**config.mk**
```make
export PLATFORM = sky130hd
export DESIGN_NAME = mac_seq_controller
export DESIGN_NICKNAME = d
export VERILOG_FILES = /design/src/rtl/mac_seq_controller.sv
export SDC_FILE = /design/constraint.sdc
export NUM_CORES = 1
export LEC_CHECK = 0
export CORE_MARGIN = 2
export CORE_UTILIZATION = 53
export CTS_CLUSTER_DIAMETER = 150
export CTS_CLUSTER_SIZE = 8
export DETAILED_ROUTE_END_ITERATION = 16
export PLACE_DENSITY = 0.78
export SYNTH_ARGS = -nofsm -noshare
export SYNTH_HDL_FRONTEND = slang
export SYNTH_SLANG_ARGS = --single-unit
```
**constraint.sdc**
```tcl
create_clock -name clk -period 2.3 [get_ports clk]
set_input_delay 0.23 -clock clk [delete_from_list [all_inputs] [get_ports clk]]
set_output_delay 0.23 -clock clk [all_outputs]
set_load 0.05 [all_outputs]
```
**src/rtl/mac_seq_controller.sv**
```systemverilog
// Sequential multiply-accumulate controller: shift-and-add of A*B into a wrapping
// accumulator over OP_W cycles, with a sticky overflow flag and a one-cycle done pulse.
module mac_seq_controller #(
    parameter int OP_W  = 4,
    parameter int ACC_W = 8
) (
    input  logic             clk,
    input  logic             rst,
    input  logic             in_valid,
    output logic             in_ready,
    input  logic [OP_W-1:0]  a_in,
    input  logic [OP_W-1:0]  b_in,
    input  logic             acc_clr,
    output logic             busy,
    output logic             done,
    output logic [ACC_W-1:0] acc,
    output logic             overflow
);
    localparam int STEP_W = (OP_W > 1) ? $clog2(OP_W) : 1;
    localparam logic [STEP_W-1:0] LAST_STEP = STEP_W'(OP_W - 1);

    typedef enum logic [1:0] {
        S_IDLE = 2'd0,
        S_RUN  = 2'd1,
        S_DONE = 2'd2
    } state_t;

    state_t             state_q;
    logic [STEP_W-1:0]  step_q;
    logic [ACC_W-1:0]   a_sh_q;   // multiplicand, pre-shifted by the current step
    logic [OP_W-1:0]    b_sh_q;   // multiplier, bit 0 is the current step's bit
    logic [ACC_W-1:0]   acc_q;
    logic               ovf_q;
    logic               rdy_q;
    logic               busy_q;
    logic               done_q;
    logic [ACC_W:0]     sum_d;

    // One partial product per cycle; the extra top bit is the carry out of the accumulator
    always_comb begin
        sum_d = {1'b0, acc_q} + {1'b0, (b_sh_q[0] ? a_sh_q : {ACC_W{1'b0}})};
    end

    always_ff @(posedge clk) begin
        if (rst) begin
            state_q <= S_IDLE;
            step_q  <= '0;
            a_sh_q  <= '0;
            b_sh_q  <= '0;
            acc_q   <= '0;
            ovf_q   <= 1'b0;
            rdy_q   <= 1'b1;
            busy_q  <= 1'b0;
            done_q  <= 1'b0;
        end else begin
            case (state_q)
                S_IDLE: begin
                    if (acc_clr) begin
                        acc_q <= '0;
                        ovf_q <= 1'b0;
                    end
                    if (in_valid) begin
                        a_sh_q  <= ACC_W'(a_in);
                        b_sh_q  <= b_in;
                        step_q  <= '0;
                        state_q <= S_RUN;
                        rdy_q   <= 1'b0;
                        busy_q  <= 1'b1;
                    end
                end
                S_RUN: begin
                    acc_q  <= sum_d[ACC_W-1:0];
                    ovf_q  <= ovf_q | sum_d[ACC_W];
                    a_sh_q <= a_sh_q << 1;
                    b_sh_q <= b_sh_q >> 1;
                    step_q <= step_q + 1'b1;
                    if (step_q == LAST_STEP) begin
                        state_q <= S_DONE;
                        busy_q  <= 1'b0;
                        done_q  <= 1'b1;
                    end
                end
                S_DONE: begin
                    if (acc_clr) begin
                        acc_q <= '0;
                        ovf_q <= 1'b0;
                    end
                    state_q <= S_IDLE;
                    done_q  <= 1'b0;
                    rdy_q   <= 1'b1;
                end
                default: begin
                    state_q <= S_IDLE;
                    busy_q  <= 1'b0;
                    done_q  <= 1'b0;
                    rdy_q   <= 1'b1;
                end
            endcase
        end
    end

    assign in_ready = rdy_q;
    assign busy     = busy_q;
    assign done     = done_q;
    assign acc      = acc_q;
    assign overflow = ovf_q;
endmodule

```
==> summary.md, run 1 <==
| Metric | Value |
|---|---|
| Ant diodes | 0 |
| Largest net degree at the start of global routing | 26 |
| Period utilisation layout | 93.4% |
| Routed WL per cell | roughly 15 um |
| Overflow after GRT | 0 |
| Die Wd | roughly 59 um |
| Failing checks | design-rule violations |
| Area Overhead vs Synth | 17.8% |
| CTS tree | done |
| Syn nets | roughly 210 |
| WS Path Type | flop to flop |
| Final Hold Fails | 0 |
| Final Instance Area | ~1900 sq um |
| Primary FF master, synth | dfxtp_1 |
| Ys Warns | 0 |
| Mapped cell area | between 1500 and 2000 sq um |
| Layout cells sized above 1 | approximately 6.2% |
| Avg Cell Area, Syn | 8.38 sq um |
| Root buf cell | clkbuf_4 |
| Initial Util | 56.8% |
| # IOs | 24 |
| Setup TNS | 0 ns |
| Clk slew on worst S/H paths | 0.16 ns |
| Num Clock Sinks | 28 |
| Antenna-violating nets left | 0 |
| Vias in the first global route | ~1400 |
| Core area | 2810 sq um |
| EDFF count, synth | 0 |
| Via count | ~1400 |
| Measured slew at the worst slew-check pin | about 0.64 ns |
| # nets final | 234 |
| CTS max path bufs | 2 |
| Tmin final | between 2 and 2.5 ns |
| Cell Rows | 19 |
| Distinct cells, synth | 37 |
| Endpoint class of the critical path | flop |
| Initial antenna violation count | 0 |
| FMAX | approximately 470 MHz |
| Port Buffers | 23 |
| WHS Path Cells | 2 |
| CP arrival | between 2 and 2.5 ns |
| Final Skew | roughly 0.007 ns |
| Leakage power | 0.763 nW |
| Async set-reset flop share out of synthesis | 0% |
| H-tree Lvls | 1 |
| Worst slew margin | a little under three fifths |
| Critical path launch point type | flop |
| Via density per instance | 5.89 |
| PnR worst setup slack | ~0.15 ns |
| Worst skew pair latency | about 0.34 ns |
| FF+latch count, synth | 28 |
| Post-DP Area | 1830 sq um |
| Commonest non-fill, non-tap cell in the layout | nor2_1 |
| Die ar. | about 3500 sq um |
| DIE HEIGHT | between 50 and 60 um |
| Status | complete, but fails checks |
| RSZ-0062 raised after global routing | false |
| PwrDens | ~500 nW/um^2 |
| CP Max Fanout | 9 |
| Clk pwr share | a little over a quarter |
| GP Congestion | ~0.92 |
| R2R cell count | 7 |
| Switching power | ~260 uW |
| GRT Total Usage | about 23% |
| First-pass GRT wire length | ~6100 um |
| CTS Buf Count | 3 |
| Setup bufs post-CTS | 0 |
| Internal Power | ~670 uW |
| Gate Count Post-Synth | 190 |
| MaxCap Viol Count | 0 |
| Setup Viol. Count Final | 0 |
| Final WL | 3520 um |
| Combinational cell fraction of total power | 17.0% |
| Flop pwr share | a little under three fifths |
| Worst Hold Class | flop to flop |
| Drt initial violations | 65 |
| DPL Wire Length | between 2000 and 3000 um |
| Sequential area share after synthesis | roughly a third |
| Most frequent cells in the layout | 32 x nor2_1, 28 x dfxtp_1, 23 x clkdlybuf4s50_1 |
| Pre-CTS WS | roughly 0.13 ns |
| Fin. max-slew vios | 0 |
| # DRC | 1 |
| Critical Path RT | roughly 2.5 ns |
| Max VDD drop | ~500 uV |
| Sw frac | 27.6% |
| DRT Pass-1 Iters | 10 |
[power groups by stage]
stage	clock network, mW	logic [mW]	registers [mW]
floorplan	0	0.0931	0.545
global route	0.273	0.175	0.525
detailed placement	0	0.158	0.533
finish	0.250	0.158	0.522
global placement	0	0.152	0.531
CTS	0.252	0.159	0.522
[cell families after synthesis]
kind of cell	share of synthesized area [%]
adders and majority gates	8.33
muxes	1.89
DFF	35.2
and+or+nand+nor	28.8
xor gates and xnor gates	0.550
buffers and inverters	3.61
AOI/OAI and AO/OA	21.6
[layer usage]
metal	vias up	part of all wire, %	GRT usage (%)	wire, um
li1	716	-	-	-
met1	681	46	28.8	1620
met2	25	50	39.0	1760
met3	4	2.7	3.52	95
met4	0	1.2	6.49	44
met5	-	0	0	0
[sequential cells by signal, indices dropped and copies added, names as in the netlist]
register / cells
overflow: 1
state_q: 2
a_sh_q: 8
busy: 1
step_q: 2
in_ready: 1
acc: 8
b_sh_q: 4
done: 1
[per-stage QoR]
step / power [mW] / instances / utilization [%] / hold slack, ns
4_1_cts: 0.932 / 242 / 66.7 / 0.497
3_5_place_dp: 0.690 / 238 / 65.4 / 0.466
6_report: 0.930 / 242 / 66.9 / 0.497
2_1_floorplan: 0.638 / 190 / - / 0.378
3_3_place_gp: 0.683 / 238 / 65.4 / 0.453
5_1_grt: 0.973 / 242 / 66.9 / 0.526
[worst paths after layout]
path / startpoint / to / slack [ns]
worst max-delay path: b_sh_q[0] / acc[6] / 0.15
worst max register to register: b_sh_q[0] / acc[6] / 0.15
worst min-delay path: acc[4] / acc[4] / 0.50
worst min register to register: acc[4] / acc[4] / 0.50
[synthesized netlist by cell type (3+ instances only)]
master	count	area [sq um]
o21bai_1	3	22.5
a22oi_1	5	37.5
a21oi_1	13	65.1
nor3_1	9	45.0
and2_1	9	56.3
o21ai_0	9	45.0
nand2b_1	5	31.3
nor2_1	32	120
nor2b_1	11	68.8
a211oi_1	8	60.1
dfxtp_1	28	561
mux2i_1	3	30.0
ha_1	9	113
nor3b_1	5	37.5
nand2_1	7	26.3
clkbuf_1	6	22.5
[area by class of cell]
cell class	count	area [sq um]
clock buffers	4	36.3
fillers	246	930
inverters	2	7.51
multi-input cells	151	980
flip-flops and latches	28	561
well taps	31	38.8
repair buffers	26	253
[worst max-delay path, stage by stage (launching register included)]
cell and delay [ns]:
dfxtp_1 0.40, and2_1 0.16, ha_1 0.21, fa_1 0.44, a211oi_2 0.28, nor2_1 0.12, a311oi_1 0.31, o21ai_0 0.12
[what timing repair did]
| item | in CTS | in global routing |
|---|---|---|
| gates resized for setup | 0 | 1 |
| hold endpoints to repair | 0 | 0 |
| hold buffers | 0 | 0 |
| endpoints found under the setup margin | 0 | 1 |
Power figures use the tool's default switching activity.
==> run 2: changes to the inputs <==
--- a/config.mk
+++ b/config.mk
@@ -5,12 +5,14 @@
 export SDC_FILE = /design/constraint.sdc
 export NUM_CORES = 1
 export LEC_CHECK = 0
+export CORE_ASPECT_RATIO = 0.8
 export CORE_MARGIN = 2
 export CORE_UTILIZATION = 53
 export CTS_CLUSTER_DIAMETER = 150
 export CTS_CLUSTER_SIZE = 8
 export DETAILED_ROUTE_END_ITERATION = 16
 export PLACE_DENSITY = 0.78
+export RECOVER_POWER = 50
 export SYNTH_ARGS = -nofsm -noshare
 export SYNTH_HDL_FRONTEND = slang
 export SYNTH_SLANG_ARGS = --single-unit
==> summary.md, run 2 (synthesis gave the netlist of run 1 again) <==
| Metric | Value |
|---|---|
| Core area | 2810 sq um (about the same) |
| CTS Hold Bufs | 0 (unchanged) |
| FMAX | 475 MHz (+2.1%) |
| Die Wd | 65.3 um (+11%) |
| Routed WL per cell | 13.8 um (-5.2%) |
| Measured slew at the worst slew-check pin | 1.05 ns (+0.409 ns) |
| Final WL | 3450 um (-2.1%) |
| Via density per instance | 5.65 (-4.1%) |
| Ant diodes | 0 (unchanged) |
| # DRC | 0 (-1) |
| Cell Rows | 17 (-2) |
| Initial Util | 56.7% (about the same) |
| Setup TNS | 0 ns (unchanged) |
| Inst Count DP | 246 (+3.4%) |
| Final Skew | 0.00447 ns (-0.00274 ns) |
| Worst skew pair latency | 0.28 ns (-0.06 ns) |
| CTS tree | done |
| Setup bufs post-CTS | 0 (unchanged) |
| Root buf cell | clkbuf_8 |
| Via count | 1413 (-0.91%) |
| Commonest non-fill, non-tap cell in the layout | nor2_1 |
| PwrDens | 519 nW/um^2 (+4.6%) |
| CP arrival | 2.27 ns (-0.11 ns) |
| Leakage power | 0.767 nW (+0.52%) |
| Final core occ | 67.5% (+0.65 points) |
| Endpoint class of the critical path | flop |
| Top routing layer in use | met4 |
| Area Overhead vs Synth | 19.0% |
| Die ar. | 3460 sq um (about the same) |
| DPL Wire Length | 2580 um (-1.8%) |
| CTS max path bufs | 2 (unchanged) |
| Worst Hold Class | flop to flop |
| Antenna-violating nets left | 0 (unchanged) |
| # IOs | 24 (unchanged) |
| Tmin final | 2.11 ns (-0.0442 ns) |
| Layout cells sized above 1 | 5.66% (-0.50 points) |
| Setup Viol. Count Final | 0 (unchanged) |
| Met2 WL | 1580 um (-11%) |
| Status | finished clean |
| Non-filler cells in the finished layout | 250 (+3.3%) |
| Num Clock Sinks | 28 (unchanged) |
| CP Max Fanout | 9 (unchanged) |
| WL met1 | 1660 um (+2.7%) |
| Most frequent cells in the layout | 32 x nor2_1, 28 x dfxtp_1, 22 x clkdlybuf4s50_1 |
| Clk slew on worst S/H paths | 0.09 ns (-0.07 ns) |
| WL met3 | 162 um (+71%) |
| RSZ-0062 raised after global routing | false |
| Critical Path RT | 2.47 ns (-0.06 ns) |
| Resize count post-CTS | 0 (unchanged) |
| CTS Buf Count | 3 (unchanged) |
| Overflow after GRT | 0 (unchanged) |
| Fin. max-slew vios | 0 (unchanged) |
| WS Path Type | flop to flop |
| GP Congestion | 0.872 (-4.8%) |
| Max VDD drop | 385 uV (-21%) |
| Critical path launch point type | flop |
| Drt initial violations | 94 (+45%) |
| Final Hold Fails | 0 (unchanged) |
| Initial antenna violation count | 0 (unchanged) |
| Largest net degree at the start of global routing | 23 (-12%) |
| GRT Total Usage | 21.7% (-0.85 points) |
| DIE HEIGHT | 53.0 um (-9.8%) |
| Vias in the first global route | 1253 (-8.7%) |
| Port Buffers | 23 (unchanged) |
| Period utilisation layout | 91.5% (-1.9 points) |
| DRT Pass-1 Iters | 4 (-6) |
| H-tree Lvls | 1 (unchanged) |
| MaxCap Viol Count | 0 (unchanged) |
| # nets final | 235 (+0.43%) |
| First-pass GRT wire length | 5650 um (-6.8%) |
| Worst slew margin | 29.9% (-27 points) |
run 2: cell count changes in the layout (fill, tap and decap cells not counted), sizes merged:
cell,change
clkdlybuf4s50,-1
dlygate4sd3,+1
clkbuf,+1
run 2: final cells by class:
type / instances / area [sq um]
timing repair buffer: 27 / 256
fill: 245 / 912
clock buffer: 4 / 55.1
tap: 38 / 47.5
sequential: 28 / 561
multi-input combinational: 151 / 968
inverter: 2 / 7.51
run 2: worst paths after layout:
kind,from,to,slack (ns),cells past startpoint
max reg2reg,b_sh_q[0],acc[6],0.19,7
max,b_sh_q[0],acc[6],0.19,7
min reg2reg,busy,busy,0.48,2
min,busy,busy,0.48,2
run 2: through the flow:
step | total power [mW] | hold slack (ns) | setup slack [ns] | cell area (sq um)
after CTS | 0.998 | 0.483 | 0.115 | 1910
after global routing | 1.02 | 0.503 | 0.0123 | 1900
after global placement | 0.686 | 0.447 | 0.225 | 1850
after detailed placement | 0.692 | 0.468 | 0.136 | 1850
after floorplan | 0.638 | 0.378 | 0.257 | 1590
final | 0.983 | 0.479 | 0.195 | 1900
run 2: critical path, stage by stage (launching register included):
cell,delay (ns)
dfxtp_1,0.39
and2_1,0.18
ha_1,0.21
fa_1,0.45
a211oi_2,0.28
nor2_1,0.12
a311oi_1,0.27
o21ai_0,0.10
run 2: layer usage:
layer / vias to the layer above / track usage [%]
met5: - / 0
met4: 0 / 7.29
met3: 4 / 3.83
met2: 37 / 36.9
met1: 651 / 28.0
li1: 721 / -
run 2: report_power, final:
part | leakage (nW) | switching [mW] | internal, mW
clock | 0.0288 | 0.153 | 0.154
sequential | 0.229 | 0.0185 | 0.505
combinational | 0.509 | 0.0847 | 0.0676
total | 0.767 | 0.257 | 0.727
==> run 3: changes to the inputs <==
--- a/config.mk
+++ b/config.mk
@@ -9,7 +9,6 @@
 export CORE_MARGIN = 2
 export CORE_UTILIZATION = 53
 export CTS_CLUSTER_DIAMETER = 150
-export CTS_CLUSTER_SIZE = 8
 export DETAILED_ROUTE_END_ITERATION = 16
 export PLACE_DENSITY = 0.78
 export RECOVER_POWER = 50
==> results of run 3 <==
No change in the layout: final DEF, timing and power equal those of run 2.
==> RTL edit, RTL diff (flow settings as in run 1) <==
Put one more register stage on the output `overflow`, cleared by the reset. The value now appears one clock later. The other outputs are not delayed to match. Comments in the files are not updated.
--- a/src/rtl/mac_seq_controller.sv
+++ b/src/rtl/mac_seq_controller.sv
@@ -103,6 +103,12 @@
     assign busy     = busy_q;
     assign done     = done_q;
     assign acc      = acc_q;
-    assign overflow = ovf_q;
+    always_ff @(posedge clk) begin
+        if (rst) begin
+            overflow <= '0;
+        end else begin
+            overflow <= ovf_q;
+        end
+    end
 endmodule
 
Function: changed (Yosys sat finds a counterexample within 10 cycles, from zero or initial values and one cycle with rst high).
==> RTL edit against run 1 <==
Routed wire length decreased by 11%; sequential cell count increased by 1; area after synthesis decreased by 8.2%; synthesized cell count decreased by 11%; critical path depth increased by 1; worst setup slack improved by 0.036 ns; cell area decreased by 4.2%; fmax increased by 1.7%; total power increased by 23%; largest cell class unchanged; largest power group unchanged.
==> RTL edit: results (changes against run 1) <==
----------------------------------------------------
[Outcome]
  Result of the run ... complete, no violations

[Detailed routing]
  Vias per Instance ... 5.81 (-1.3%)
  Number of violations reported at the end of detailed-routing iteration 0 ... 31 (-52%)
  Routed Wire Length ... 3.15 mm (-11%)
  First-pass iteration count of the detailed router ... 5 (-5)

[Worst setup path]
  Critical path arrival ... 2.36 ns (-0.02 ns)
  Critical Path Fanout Max ... 9 (unchanged)
  Minimum setup slack among reg-to-reg paths ... 0.19 ns (+0.04 ns)
  Critical-path top delay cell ... sky130_fd_sc_hd__fa_1
  Worst Reg2Reg Path Length in Cells ... 8 (+1)
  Critical path's largest stage delay ... 0.42 ns (-0.02 ns)

[STA]
  Transition time of the tightest slew-check pin ... 0.765 ns (+0.125 ns)
  Hold WS ... 0.477 ns (-0.0209 ns)

[GRT]
  Via count of the first global-routing pass ... 1247 (-9.1%)
  Global-route usage over all layers ... 21.3% (-1.2 points)
  Wire length of the first global-routing pass ... 5.29 mm (-13%)

[Cells and area]
  Filler Cell Count ... 224 (-8.9%)
  Share of post-route cells with drive strength above 1 ... 8.21% (+2.0 points)
  Nets ... 216 (-7.7%)
  Diodes inserted ... 0 (unchanged)

[Logic synthesis]
  Library cells used by synthesis ... 35 (-5.4%)
  Leading post-synthesis cells by instance count ... sky130_fd_sc_hd__nor2_1 (38), sky130_fd_sc_hd__dfxtp_1 (29), sky130_fd_sc_hd__a22oi_1 (11)
  Part of the Yosys area used for sequential elements ... 39.7% (+4.5 points)
  Leading cell types by total area after synthesis ... sky130_fd_sc_hd__dfxtp_1 (40%), sky130_fd_sc_hd__nor2_1 (9.8%), sky130_fd_sc_hd__ha_1 (7.7%)
  Syn Nets ... 191 (-9.9%)

[Worst hold path]
  Hold wc startpoint ... in_ready
  Number of cells on the worst hold path ... 1 (-1)
  Endpoint of the worst hold path ... in_ready

[Placed design]
  Post-DP HPWL ... 2.32 mm (-12%)
  Final RePlAce weighted congestion ... 0.849 (-7.2%)

[Power]
  Leakage power total ... 0.769 nW (+0.80%)
  VDD IR max ... 0.522 mV (+7.3%)

[Clock tree]
  Number of buffers added by the clock tree synthesis step ... 5 (+2)
  Clock transition at the register clock pins on the worst setup and hold paths after CTS ... 0.10 ns (-0.06 ns)

----------------------------------------------------
## RTL edit: changes by cell type in the layout (fill, tap and decap cells not counted), moves of 5 or more
| cell | change |
|---|---|
| sky130_fd_sc_hd__nor2b_1 | -9 |
| sky130_fd_sc_hd__nand2_1 | -5 |
| sky130_fd_sc_hd__a22oi_1 | +6 |
| sky130_fd_sc_hd__a21oi_1 | -5 |
| sky130_fd_sc_hd__a211oi_1 | -7 |
| sky130_fd_sc_hd__nor2_1 | +6 |
| sky130_fd_sc_hd__nand2b_1 | -5 |
## RTL edit: area by class of cell
cell class                 instances  area [um2]  share of cell area (%)
clock inverter                     1        30.0                    1.67
tap                               31        38.8                    2.16
sequential                        29         581                    32.3
clock buffer                       7        55.1                    3.06
timing repair buffer              27         260                    14.5
inverter                           4        15.0                   0.836
multi-input combinational        127         817                    45.5
## RTL edit: report_power, final
part           internal [mW]  switching (mW)  total (mW)
Sequential             0.523          0.0147       0.537
Clock                  0.259           0.194       0.454
Combinational         0.0672          0.0847       0.152
## RTL edit: logic make-up after synthesis
kind of cell	Yosys count	share of synthesized area, %
simple gates	66	21.1
compound gates	44	21.5
flops	29	39.7
buf+inv	13	4.37
fa+ha+maj	10	9.08
xor+xnor	6	3.60
mux	1	0.685
## RTL edit: worst max-delay path: cells and delay by family (launching register included)
family | cells | cell delay (ns)
xor gates and xnor gates | 1 | 0.10
DFF | 1 | 0.37
and+or+nand+nor | 1 | 0.16
adders and majority gates | 2 | 0.66
AOI/OAI and AO/OA | 4 | 0.73
## RTL edit: layer usage
layer  vias to the layer above  track usage [%]  wire length, um
met5                         -                0                0
met4                         0             7.14               86
met3                        14             7.60              163
met2                        38             37.2             1520
met1                       619             23.8             1390
li1                        643                -                -
## RTL edit: per-stage QoR
step	utilization, %	instances	setup WS [ns]	instance area (um2)
after floorplan	-	169	0.308	1460
after global placement	63.7	218	0.306	1710
after detailed placement	63.7	218	0.219	1710
after CTS	66.9	226	0.216	1800
after global routing	66.9	226	0.0497	1800
final	66.9	226	0.187	1800
## RTL edit: worst max path at each step
stage / startpoint / end / depth (start not counted)
final: b_sh_q[0] / acc[6] / 8
after CTS: b_sh_q[0] / acc[6] / 8
after global routing: b_sh_q[0] / acc[6] / 8
after floorplan: acc[0] / acc[6] / 7
after global placement: b_sh_q[0] / acc[6] / 8
after detailed placement: b_sh_q[0] / acc[6] / 8
